$ cat config.mk
export PLATFORM = sky130hd
export DESIGN_NAME = nibble_serial_addsub
export DESIGN_NICKNAME = d
export VERILOG_FILES = /design/src/rtl/addsub_pkg.sv /design/src/rtl/nibble_addsub.sv /design/src/rtl/nibble_serial_addsub.sv
export SDC_FILE = /design/constraint.sdc
export NUM_CORES = 1
export LEC_CHECK = 0
export BUFFER_PORTS_ARGS = -buffer_cell sky130_fd_sc_hd__buf_4
export CAP_MARGIN = 20
export CORE_MARGIN = 2
export CORE_UTILIZATION = 53
export DETAILED_ROUTE_END_ITERATION = 7
export PLACE_DENSITY = 0.79
export SLEW_MARGIN = 10
export SYNTH_ARGS = -nofsm -noshare
export SYNTH_HDL_FRONTEND = slang
export SYNTH_HIERARCHICAL = 1
export SYNTH_SLANG_ARGS = --single-unit
$ cat constraint.sdc
create_clock -name clk -period 4.45 [get_ports clk]
set_input_delay 0.2225 -clock clk [delete_from_list [all_inputs] [get_ports clk]]
set_output_delay 0.2225 -clock clk [all_outputs]
set_load 0.01 [all_outputs]
$ cat src/rtl/addsub_pkg.sv
// Shared constants and FSM state type for the nibble-serial add/subtract unit.
package addsub_pkg;

  localparam int NIBBLE_W = 4;
  localparam logic MODE_ADD = 1'b0;
  localparam logic MODE_SUB = 1'b1;

  typedef enum logic [1:0] {
    IDLE = 2'd0,
    RUN  = 2'd1,
    DONE = 2'd2
  } state_t;

endpackage

$ cat src/rtl/nibble_addsub.sv
// One 4-bit add/subtract slice: x + (y ^ {4{m}}) + cin, built from full-adder cells.
module nibble_addsub
  import addsub_pkg::*;
(
  input  logic [NIBBLE_W-1:0] x,
  input  logic [NIBBLE_W-1:0] y,
  input  logic                m,
  input  logic                cin,
  output logic [NIBBLE_W-1:0] sum,
  output logic                cout
);

  logic [NIBBLE_W-1:0] w_y;
  logic [NIBBLE_W:0]   w_c;

  assign w_c[0] = cin;

  generate
    for (genvar gi = 0; gi < NIBBLE_W; gi++) begin : g_fa
      assign w_y[gi]     = y[gi] ^ m;
      assign sum[gi]     = x[gi] ^ w_y[gi] ^ w_c[gi];
      assign w_c[gi + 1] = (x[gi] & w_y[gi]) | (w_c[gi] & (x[gi] ^ w_y[gi]));
    end
  endgenerate

  assign cout = w_c[NIBBLE_W];

endmodule

$ cat src/rtl/nibble_serial_addsub.sv
// W-bit add/subtract computed one nibble per clock, LSB nibble first,
// with valid/ready handshakes on the operand and result sides.
module nibble_serial_addsub
  import addsub_pkg::*;
#(
  parameter int NIBBLES = 4
) (
  input  logic                         clk,
  input  logic                         rst,
  input  logic                         in_valid,
  output logic                         in_ready,
  input  logic [NIBBLE_W*NIBBLES-1:0]  a,
  input  logic [NIBBLE_W*NIBBLES-1:0]  b,
  input  logic                         m,
  output logic                         out_valid,
  input  logic                         out_ready,
  output logic [NIBBLE_W*NIBBLES-1:0]  s,
  output logic                         c,
  output logic                         v,
  output logic                         z
);

  localparam int IDXW = (NIBBLES > 1) ? $clog2(NIBBLES) : 1;
  localparam logic [IDXW-1:0] LAST_IDX = IDXW'(NIBBLES - 1);

  state_t r_state;
  state_t w_state_next;

  logic [NIBBLES-1:0][NIBBLE_W-1:0] r_a;
  logic [NIBBLES-1:0][NIBBLE_W-1:0] r_b;
  logic [NIBBLES-1:0][NIBBLE_W-1:0] r_s;
  logic [NIBBLES-1:0][NIBBLE_W-1:0] w_s_upd;
  logic [IDXW-1:0]                  r_idx;
  logic                             r_m;
  logic                             r_carry;
  logic                             r_c;
  logic                             r_v;
  logic                             r_z;

  logic [NIBBLE_W-1:0] w_sum;
  logic                w_cout;
  logic                w_last;
  logic                w_bx_top;

  nibble_addsub u_slice (
    .x    (r_a[r_idx]),
    .y    (r_b[r_idx]),
    .m    (r_m),
    .cin  (r_carry),
    .sum  (w_sum),
    .cout (w_cout)
  );

  assign w_last   = (r_idx == LAST_IDX);
  assign w_bx_top = r_b[NIBBLES-1][NIBBLE_W-1] ^ (r_m == MODE_SUB);

  // Result image with the current nibble merged in, so z sees the final nibble too.
  always_comb begin
    w_s_upd        = r_s;
    w_s_upd[r_idx] = w_sum;
  end

  always_ff @(posedge clk) begin
    if (rst) begin
      r_state <= IDLE;
    end else begin
      r_state <= w_state_next;
    end
  end

  always_comb begin
    w_state_next = r_state;
    in_ready     = 1'b0;
    out_valid    = 1'b0;
    case (r_state)
      IDLE: begin
        in_ready = ~rst;
        if (in_valid) w_state_next = RUN;
      end
      RUN: begin
        if (w_last) w_state_next = DONE;
      end
      DONE: begin
        out_valid = 1'b1;
        if (out_ready) w_state_next = IDLE;
      end
      default: w_state_next = IDLE;
    endcase
  end

  always_ff @(posedge clk) begin
    if (rst) begin
      r_a     <= '0;
      r_b     <= '0;
      r_s     <= '0;
      r_idx   <= '0;
      r_m     <= 1'b0;
      r_carry <= 1'b0;
      r_c     <= 1'b0;
      r_v     <= 1'b0;
      r_z     <= 1'b0;
    end else begin
      case (r_state)
        IDLE: begin
          if (in_valid) begin
            r_a     <= a;
            r_b     <= b;
            r_m     <= m;
            r_carry <= m;
            r_idx   <= '0;
          end
        end
        RUN: begin
          r_s     <= w_s_upd;
          r_carry <= w_cout;
          r_idx   <= r_idx + 1'b1;
          if (w_last) begin
            r_c <= w_cout;
            r_v <= (r_a[NIBBLES-1][NIBBLE_W-1] == w_bx_top) &&
                   (w_sum[NIBBLE_W-1] != r_a[NIBBLES-1][NIBBLE_W-1]);
            r_z <= (w_s_upd == '0);
          end
        end
        default: ;
      endcase
    end
  end

  assign s = r_s;
  assign c = r_c;
  assign v = r_v;
  assign z = r_z;

endmodule

# Yosys cells after proc, flatten, opt, wreduce, memory -nomap -nowiden
# Cells that the tools add are included.
[totals] word_cells=82 out_inout_bits=21 in_bits=37 ff_bits=57
[classes] n_mux=17 eq_ne=8 n_addsub=1 n_lt_le_gt_ge=2 n_bitwise=26 n_reduce_logical=9
[op_table] cell="binary-select mux 4 bit (select 2 bit)" n=2
[op_table] cell="bitwise mux 16 bit" n=1
[op_table] cell="logical NOT 16 bit" n=1
[op_table] cell="XOR 1 bit" n=13
[op_table] cell="two-way mux 4 bit" n=3
[op_table] cell="AND 1 bit" n=8
[op_table] cell="demux 4 bit (select 2 bit)" n=1
[op_table] cell="two-way mux 2 bit" n=4
[op_table] cell="!= test 2 bit, second input constant" n=3
[op_table] cell="case mux 2 bit (3 select lines)" n=1
[op_table] cell="AND reduction 2 bit" n=3
[op_table] cell="equality test 2 bit, second input constant" n=2
[op_table] cell="bitwise OR 1 bit" n=4
[op_table] cell="case mux 2 bit (2 select lines)" n=1
[op_table] cell="less-than comparator 2 x 3 -> 1 bit, second input constant" n=1
[op_table] cell="two-way mux 1 bit" n=3
[op_table] cell="AND reduction 3 bit" n=1
[op_table] cell="adder 2 x 1 -> 2 bit, second input constant" n=1
[op_table] cell="equality test 2 x 1 -> 1 bit, second input constant" n=1
[op_table] cell=">= comparator 2 x 1 -> 1 bit, second input constant" n=1
[op_table] cell="logical AND 1 bit" n=2
[op_table] cell="logical NOT 2 bit" n=1
[op_table] cell="case mux 1 bit (2 select lines)" n=1
[op_table] cell="nonzero test 2 bit" n=1
[op_table] cell="3 further kinds" n=3

# Logic depth before layout (Yosys ltp)
# Gate-level depths: netlist of the first run.
[logic_depth] ltp_word=13 depth_mapped=15

# Cells and area by module
# The synthesis of the first run kept the hierarchy.
[by_module_without_submodules] mod="nibble_serial_addsub" seq_area_each_um2=1141.1 n_inst=1 cells_each=283 area_per_inst_um2=2411.1
[by_module_without_submodules] mod="nibble_addsub" seq_area_each_um2=0.0 n_inst=1 cells_each=16 area_per_inst_um2=145.1

# Worst setup path before layout of the first run
# OpenSTA, ideal clock, no wires.
[synth_timing] path_kind="flip-flop to flip-flop" startpoint="reg r_idx[0]" endpoint="reg r_z (netlist: z)" setup_time_ns=0.069 setup_slack_ns=0.689 n_path_buf=2 path_stages_with_launch=16 arrival_ns=3.692 cell_sequence="dfxtp_1 clkbuf_1 mux4_2 xnor2_1 fa_1 inv_1 fa_1 inv_1 fa_1 inv_1 fa_1 clkbuf_1 nor2_1 o211ai_1 or3_1 o21ai_1"
[synth_between] elab_chain_len=13
[synth_lines] item="start: declaration" line_no="nibble_serial_addsub.sv:33" source="logic [IDXW-1:0] r_idx;"
[synth_lines] item="start signal: assignment" line_no="nibble_serial_addsub.sv:116" source="r_idx <= r_idx + 1'b1;"
[synth_lines] item="binary-select mux 4 bit (select 2 bit)" line_no="nibble_serial_addsub.sv:47" source=".y (r_b[r_idx]),"
[synth_lines] item="two-way mux 4 bit (not written as such)" line_no="nibble_serial_addsub.sv:47"
[synth_lines] item="XOR 1 bit" line_no="nibble_addsub.sv:20" source="assign w_y[gi] = y[gi] ^ m;"
[synth_lines] item="XOR 1 bit" line_no="nibble_addsub.sv:22" source="assign w_c[gi + 1] = (x[gi] & w_y[gi]) | (w_c[gi] & (x[gi] ^ w_y[gi]));"
[synth_lines] item="AND 1 bit" line_no="nibble_addsub.sv:22"
[synth_lines] item="bitwise OR 1 bit" line_no="nibble_addsub.sv:22"
[synth_lines] item="AND 1 bit" line_no="nibble_addsub.sv:22"
[synth_lines] item="bitwise OR 1 bit" line_no="nibble_addsub.sv:22"
[synth_lines] item="AND 1 bit" line_no="nibble_addsub.sv:22"
[synth_lines] item="bitwise OR 1 bit" line_no="nibble_addsub.sv:22"
[synth_lines] item="XOR 1 bit *" line_no="nibble_addsub.sv:21" source="assign sum[gi] = x[gi] ^ w_y[gi] ^ w_c[gi];"
[synth_lines] item="net w_sum[3]" line_no="nibble_serial_addsub.sv:40" source="logic [NIBBLE_W-1:0] w_sum;"
[synth_lines] item="bitwise mux 16 bit *" line_no="nibble_serial_addsub.sv:60" source="w_s_upd[r_idx] = w_sum;"
[synth_lines] item="logical NOT 16 bit *" line_no="nibble_serial_addsub.sv:121" source="r_z <= (w_s_upd == '0);"
[synth_lines] item="end signal: assignment" line_no="nibble_serial_addsub.sv:121"
[synth_lines] item="end: declaration" line_no="nibble_serial_addsub.sv:38" source="logic r_z;"
# The timed path passes the listed nets; every way through them passes the cells marked *. The select of a mux whose other input is x is not followed.
# A chain may end at the register's enable or synchronous reset.

# Worst setup path after layout of the first run
# Ends and elaborated chain as after synthesis.

==> results of run 1 <==
## worst max-delay path by stage
stage / end
2_1_floorplan: z
3_3_place_gp: z
3_5_place_dp: z
4_1_cts: z
5_1_grt: z
6_report: z
## critical path, stage by stage (launching register included)
cell and delay, ns:
dfxtp_1 0.36, mux4_2 0.51, xnor2_1 0.15, fa_1 0.36, inv_1 0.07, fa_1 0.15, inv_1 0.05, fa_1 0.37
inv_1 0.08, fa_1 0.54, nor2_1 0.14, a21oi_1 0.08, or4_1 0.42, o21ai_1 0.12
## power groups by stage
| stage | Combinational, mW | Clock (mW) | Sequential (mW) |
|---|---|---|---|
| floorplan | 0.137 | 0 | 0.562 |
| global placement | 0.194 | 0 | 0.565 |
| detailed placement | 0.199 | 0 | 0.565 |
| CTS | 0.200 | 0.520 | 0.554 |
| global route | 0.229 | 0.549 | 0.558 |
| finish | 0.204 | 0.509 | 0.555 |
## sequential cells by signal, summed over array words and instances (netlist names)
name and count:
r_carry 1, v 1, r_idx 2, z 1
r_b 16, s 16, r_m 1, r_a 16
c 1, r_state 2
## placed cells by master, fill, tap and decap left out, types with 3 or more instances in the layout
cell      instances
a21oi_1          48
nor3_1            9
nand3_1           7
clkinv_2          5
inv_1            11
xor2_1            3
fa_1              4
dfxtp_1          57
buf_4            60
nand2_1          77
mux2i_1          12
ha_1              4
mux4_2            8
clkbuf_8          9
nor2_1           19
## per-stage QoR
step / cells / util / power [mW] / instance area, sq um / setup WS [ns]
2_1_floorplan: 299 / - / 0.699 / 2560 / 0.689
3_3_place_gp: 392 / 0.637 / 0.759 / 2990 / 1.12
3_5_place_dp: 392 / 0.637 / 0.764 / 2990 / 1.01
4_1_cts: 408 / 0.682 / 1.27 / 3200 / 0.990
5_1_grt: 409 / 0.688 / 1.34 / 3230 / 0.753
6_report: 409 / 0.688 / 1.27 / 3230 / 0.971
## final cells by class
cell class | instances | area [sq um] | area share
well taps | 54 | 67.6 | 0.0209
inverters | 11 | 41.3 | 0.0128
repair buffers | 61 | 478 | 0.148
clock buffers | 9 | 124 | 0.0384
multi-input cells | 210 | 1290 | 0.400
clock inverters | 7 | 85.1 | 0.0264
flip-flops and latches | 57 | 1140 | 0.354
## logic make-up after synthesis
logic type	share of synthesized area
and+or+nand+nor	0.210
DFF	0.446
AOI/OAI and AO/OA	0.107
buffers and inverters	0.0514
muxes	0.117
adders and majority gates	0.0509
xor gates and xnor gates	0.0171
## per-layer routing
layer | global-route usage | vias up
li1 | - | 1099
met1 | 0.287 | 1008
met2 | 0.354 | 48
met3 | 0.0754 | 13
met4 | 0.0929 | 0
met5 | 0 | -
==> results_dict.tcl, run 1 <==
set metrics [dict create \
    avgViaCountPerCell 5.30 \
    pwr-share-seq 0.437 \
    track_usage 0.226 \
    rsz0062_at_grt "no" \
    vias 2168 \
    fp.dieH_um 73.4 \
    synth_nets 344 \
    yosysMostFrequentCell "nand2_1" \
    avgSynthCellArea_sq_um 8.55 \
    drv_cap 0 \
    min-delay-start "b[11]" \
    synth_top_cell_by_area "dfxtp_1" \
    first_global_vias 2064 \
    drc_errors 0 \
    gp_congestion 0.755 \
    fin_tns_setup_ns 0 \
    clkLatencyLatePin_ns 0.34 \
    io_buffers 57 \
    r2r_start "r_idx[0]" \
    row_count 25 \
    antenna_found_initial 0 \
    start_util 0.545 \
    place.detailed.hpwl_um 3750 \
    die_w_um 73.4 \
    area_delta_synth_final_pct 26.2 \
    ys_ff_latch 57 \
    slew_violations 0 \
    clk_path_buf_depth 2 \
    yosys.area.top_type_share 0.446 \
    p_sw_frac 0.260 \
    syn_inst 299 \
    routedWlPerCell_um 13.3 \
    grt-ovfl-total 0 \
    yosys.cell_types.count 31 \
    worst_pin_slew_ns 0.637 \
    grt_pass1_wl_um 9290 \
    die_area_sq_um 5390 \
    synthTopCellsByArea "dfxtp_1 (45%), nand2_1 (11%), a21oi_1 (9.4%), mux4_2 (7.0%), mux2i_1 (4.7%)" \
    coreArea_sq_um 4690 \
    root_buffer "clkbuf_8" \
    whs_path_depth 3 \
    slew_headroom 0.573 \
    cts_made_buffers 9 \
    io_pins 58 \
    path_class "reg -> reg" \
    crit_start "r_idx[0]" \
    outcome "finished, final reports clean" \
    yosys_warnings 6 \
    path_clk_slew_ns 0.07 \
    setup_viol 0 \
    r2r_cells 13 \
    hold_violations 0 \
    drt-initial-drc-count 149 \
    end_kind "register" \
    p_sw_mw 0.329 \
    reg2reg_setup_slack_ns 0.97 \
    fmax_ghz 0.287 \
    hp-class "in -> reg" \
    route.met2.wl_um 2690 \
    diodes 0 \
    crit_required_ns 4.72 \
    ant_nets 0 \
    period_share 0.782 \
    p_comb_frac 0.161 \
    met1_length_um 2430 \
    cp.arrival_ns 3.75 \
    cts.sinks 57 \
    holdPathEnd "r_b[11]" \
    synth_ff_type "dfxtp_1" \
    grt_max_degree 60 \
    power_leakage_nw 1.44 \
    postCtsResizedCells 0 \
    fillCellCount 382 \
    ys_seq_area_frac 0.446 \
    dr_wl_met3_um 221 \
    async_flop_share 0 \
    internal-power_mw 0.939 \
    worstReg2RegEnd "z" \
    power_density_nw_per_um2 393 \
    synth_commonest_cells "nand2_1 (77), dfxtp_1 (57), a21oi_1 (48), clkbuf_1 (19), nor2_1 (19)" \
    start_kind "register" \
    syn_area_sq_um 2560 \
    path_max_fanout 9 \
    period_needed_ns 3.48 \
    clockPowerShare 0.402 \
    synth_edf_count 0 \
    finalClockSkew_ns 0.00734 \
    cts_tree "yes" \
    dr.pass1.iters 4 \
    cts_hold_buf 0 \
    nets 395 \
    drt_wl_total_um 5460 \
    cts.htree.levels 3 \
    highest_layer "met4" \
    whs_ns 0.125 \
    drive_above_1_share 0.248 \
    cts_setup_buffers 0 \
    vdd_drop_max_v 0.000220 \
]
(Power assumes the default switching activity.)
==> inputs of run 2 (changes only) <==
--- a/config.mk
+++ b/config.mk
@@ -5,12 +5,13 @@
 export SDC_FILE = /design/constraint.sdc
 export NUM_CORES = 1
 export LEC_CHECK = 0
+export ABC_AREA = 1
 export BUFFER_PORTS_ARGS = -buffer_cell sky130_fd_sc_hd__buf_4
 export CAP_MARGIN = 20
 export CORE_MARGIN = 2
-export CORE_UTILIZATION = 53
+export CORE_UTILIZATION = 49
 export DETAILED_ROUTE_END_ITERATION = 7
-export PLACE_DENSITY = 0.79
+export PLACE_DENSITY = 0.76
 export SLEW_MARGIN = 10
 export SYNTH_ARGS = -nofsm -noshare
 export SYNTH_HDL_FRONTEND = slang
==> constraint.sdc (replaced) <==
create_clock -name clk -period 3.01 [get_ports clk]
set_input_delay 0.1505 -clock clk [delete_from_list [all_inputs] [get_ports clk]]
set_output_delay 0.1505 -clock clk [all_outputs]
set_load 0.01 [all_outputs]
==> results_dict.tcl, run 2 <==
set metrics [dict create \
    outcome "finished, violations left" \
    violations "setup timing" \
    slew_headroom 0.557 \
    hp-class "in -> reg" \
    coreArea_sq_um 5440 \
    synthTopCellsByArea "dfxtp_1 (42%), nor2_1 (14%), o21ai_0 (12%), nand2_1 (9.2%), a31oi_1 (3.0%)" \
    cts_hold_buf 0 \
    grt_pass1_wl_um 10900 \
    synth_edf_count 0 \
    io_pins 58 \
    syn_area_sq_um 2740 \
    crit_required_ns 3.28 \
    avgViaCountPerCell 5.03 \
    diodes 0 \
    period_needed_ns 3.12 \
    finalPower_mw 2.27 \
    end_kind "register" \
    synth_commonest_cells "nor2_1 (103), nand2_1 (67), o21ai_0 (65), dfxtp_1 (57), inv_1 (21)" \
    drc_errors 0 \
    cp.arrival_ns 3.39 \
    antenna_found_initial 0 \
    layout_common_cells "nor2_1 (99), buf_4 (74), o21ai_0 (61), nand2_1 (59), dfxtp_1 (55)" \
    ant_nets 0 \
    grt_max_degree 50 \
    synth_top_cell_by_area "dfxtp_1" \
    worst_pin_slew_ns 0.663 \
    hold_violations 0 \
    drt_wl_total_um 6500 \
    ys_seq_area_frac 0.416 \
    vdd_drop_max_v 0.000408 \
    gp_congestion 0.832 \
    path_class "reg -> reg" \
    drive_above_1_share 0.282 \
    power_density_nw_per_um2 633 \
    fmax_ghz 0.320 \
    synth_nets 430 \
    path_max_fanout 7 \
    yosys.cell_types.count 24 \
    cts_tree "yes" \
    io_buffers 57 \
    finalClockSkew_ns 0.00926 \
    yosysMostFrequentCell "nor2_1" \
    syn_inst 385 \
    cts.sinks 57 \
    dr.pass1.iters 4 \
    area_delta_synth_final_pct 30.6 \
    clk_path_buf_depth 2 \
    fin_util 0.658 \
    clkLatencyLatePin_ns 0.33 \
    die_w_um 78.8 \
    place.detailed.hpwl_um 4440 \
    first_global_vias 2539 \
    drv_cap 0 \
    dp_slack_ns -0.192 \
    fillCellCount 476 \
    final_area_sq_um 3580 \
    setup_viol 3 \
    yosys_warnings 6 \
    async_flop_share 0 \
    grt-ovfl-total 0 \
    root_buffer "clkbuf_8" \
    rsz0062_at_grt "yes" \
    cts.htree.levels 3 \
    yosys.area.top_type_share 0.416 \
    period_share 1.04 \
    synth_ff_type "dfxtp_1" \
    die_area_sq_um 6210 \
    nets 497 \
    track_usage 0.222 \
    cts_made_buffers 9 \
    setup_ws_ns -0.112 \
    whs_ns 0.0356 \
    ys_ff_latch 57 \
    slew_violations 0 \
    drt-initial-drc-count 124 \
    routedWlPerCell_um 12.3 \
    dpl-instance-area_sq_um 3230 \
    fp.dieH_um 78.8 \
    start_util 0.504 \
    row_count 27 \
    layout_commonest_cell "nor2_1" \
    power_leakage_nw 1.67 \
    start_kind "register" \
    avgSynthCellArea_sq_um 7.12 \
    vias 2662 \
    path_clk_slew_ns 0.07 \
]
[run 2: changes by cell type in the layout (fill, tap and decap cells not counted), sizes merged, moves of 4 or more]
cell,before,now
clkinv,5,1
mux4,8,0
a31oi,1,13
nand2,78,68
o21ai,1,65
nor3,9,0
o22ai,0,8
buf,61,75
nand3,7,1
mux2i,12,0
inv,11,28
nor2,19,106
a21oi,48,8
[run 2: per-layer routing]
metal,vias to the layer above,GRT usage,part of all wire
li1,1375,-,-
met3,7,0.0455,0.049
met1,1211,0.264,0.45
met4,0,0.100,0.010
met5,-,0,0
met2,69,0.385,0.49
[run 2: final cells by class]
class                           instances  area (sq um)  area share
Clock buffer                           11           141      0.0395
Clock inverter                          5           103      0.0287
Inverter                               28           113      0.0315
Multi-Input combinational cell        281          1420       0.396
Sequential cell                        57          1150       0.321
Tap cell                               72          90.1      0.0252
Timing Repair Buffer                   75           567       0.158
[run 2: worst paths after layout]
kind | startpoint | endpoint | slack (ns) | cells past startpoint
min | b[3] | r_b[3] | 0.04 | 3
max reg2reg | r_idx[0] | z | -0.11 | 19
max | r_idx[0] | z | -0.11 | 19
min reg2reg | s[15] | s[15] | 0.47 | 1
[run 2: cell families after synthesis]
family          count (synthesis)  synth area share
simple gates                  176             0.258
flops                          57             0.416
xor+xnor                        1           0.00320
compound gates                 96             0.187
fa+ha+maj                       8            0.0475
buf+inv                        47            0.0881
[run 2: critical path: stages (launching register included)]
cell and delay [ns]:
dfxtp_4 0.38, inv_4 0.08, buf_6 0.10, nor2_2 0.03
o22ai_1 0.15, inv_1 0.09, fa_2 0.39, inv_2 0.07
fa_2 0.19, inv_2 0.04, fa_2 0.38, inv_2 0.07
fa_2 0.50, nand2_2 0.11, nand2_2 0.06, nor2_2 0.08
nand2_1 0.06, nor2_1 0.09, nand2_1 0.07, a21oi_2 0.12
[run 2: stage by stage]
stage	instances	setup TNS, ns
floorplan	385	-0.0534
global placement	508	-0.00187
detailed placement	508	-0.296
CTS	527	-0.0159
global route	529	-0.671
finish	529	-0.244
[run 2: where the power goes]
group | leakage [nW] | switching [mW] | internal, mW
combinational | 1.08 | 0.307 | 0.229
sequential | 0.471 | 0.0418 | 0.813
clock | 0.120 | 0.304 | 0.571
[run 2: what timing repair did]
item                                    4_1_cts  5_1_grt
pin swaps                                     5       17
setup buffers                                 3        3
endpoints found under the setup margin        2        3
gates resized for setup                       9       19
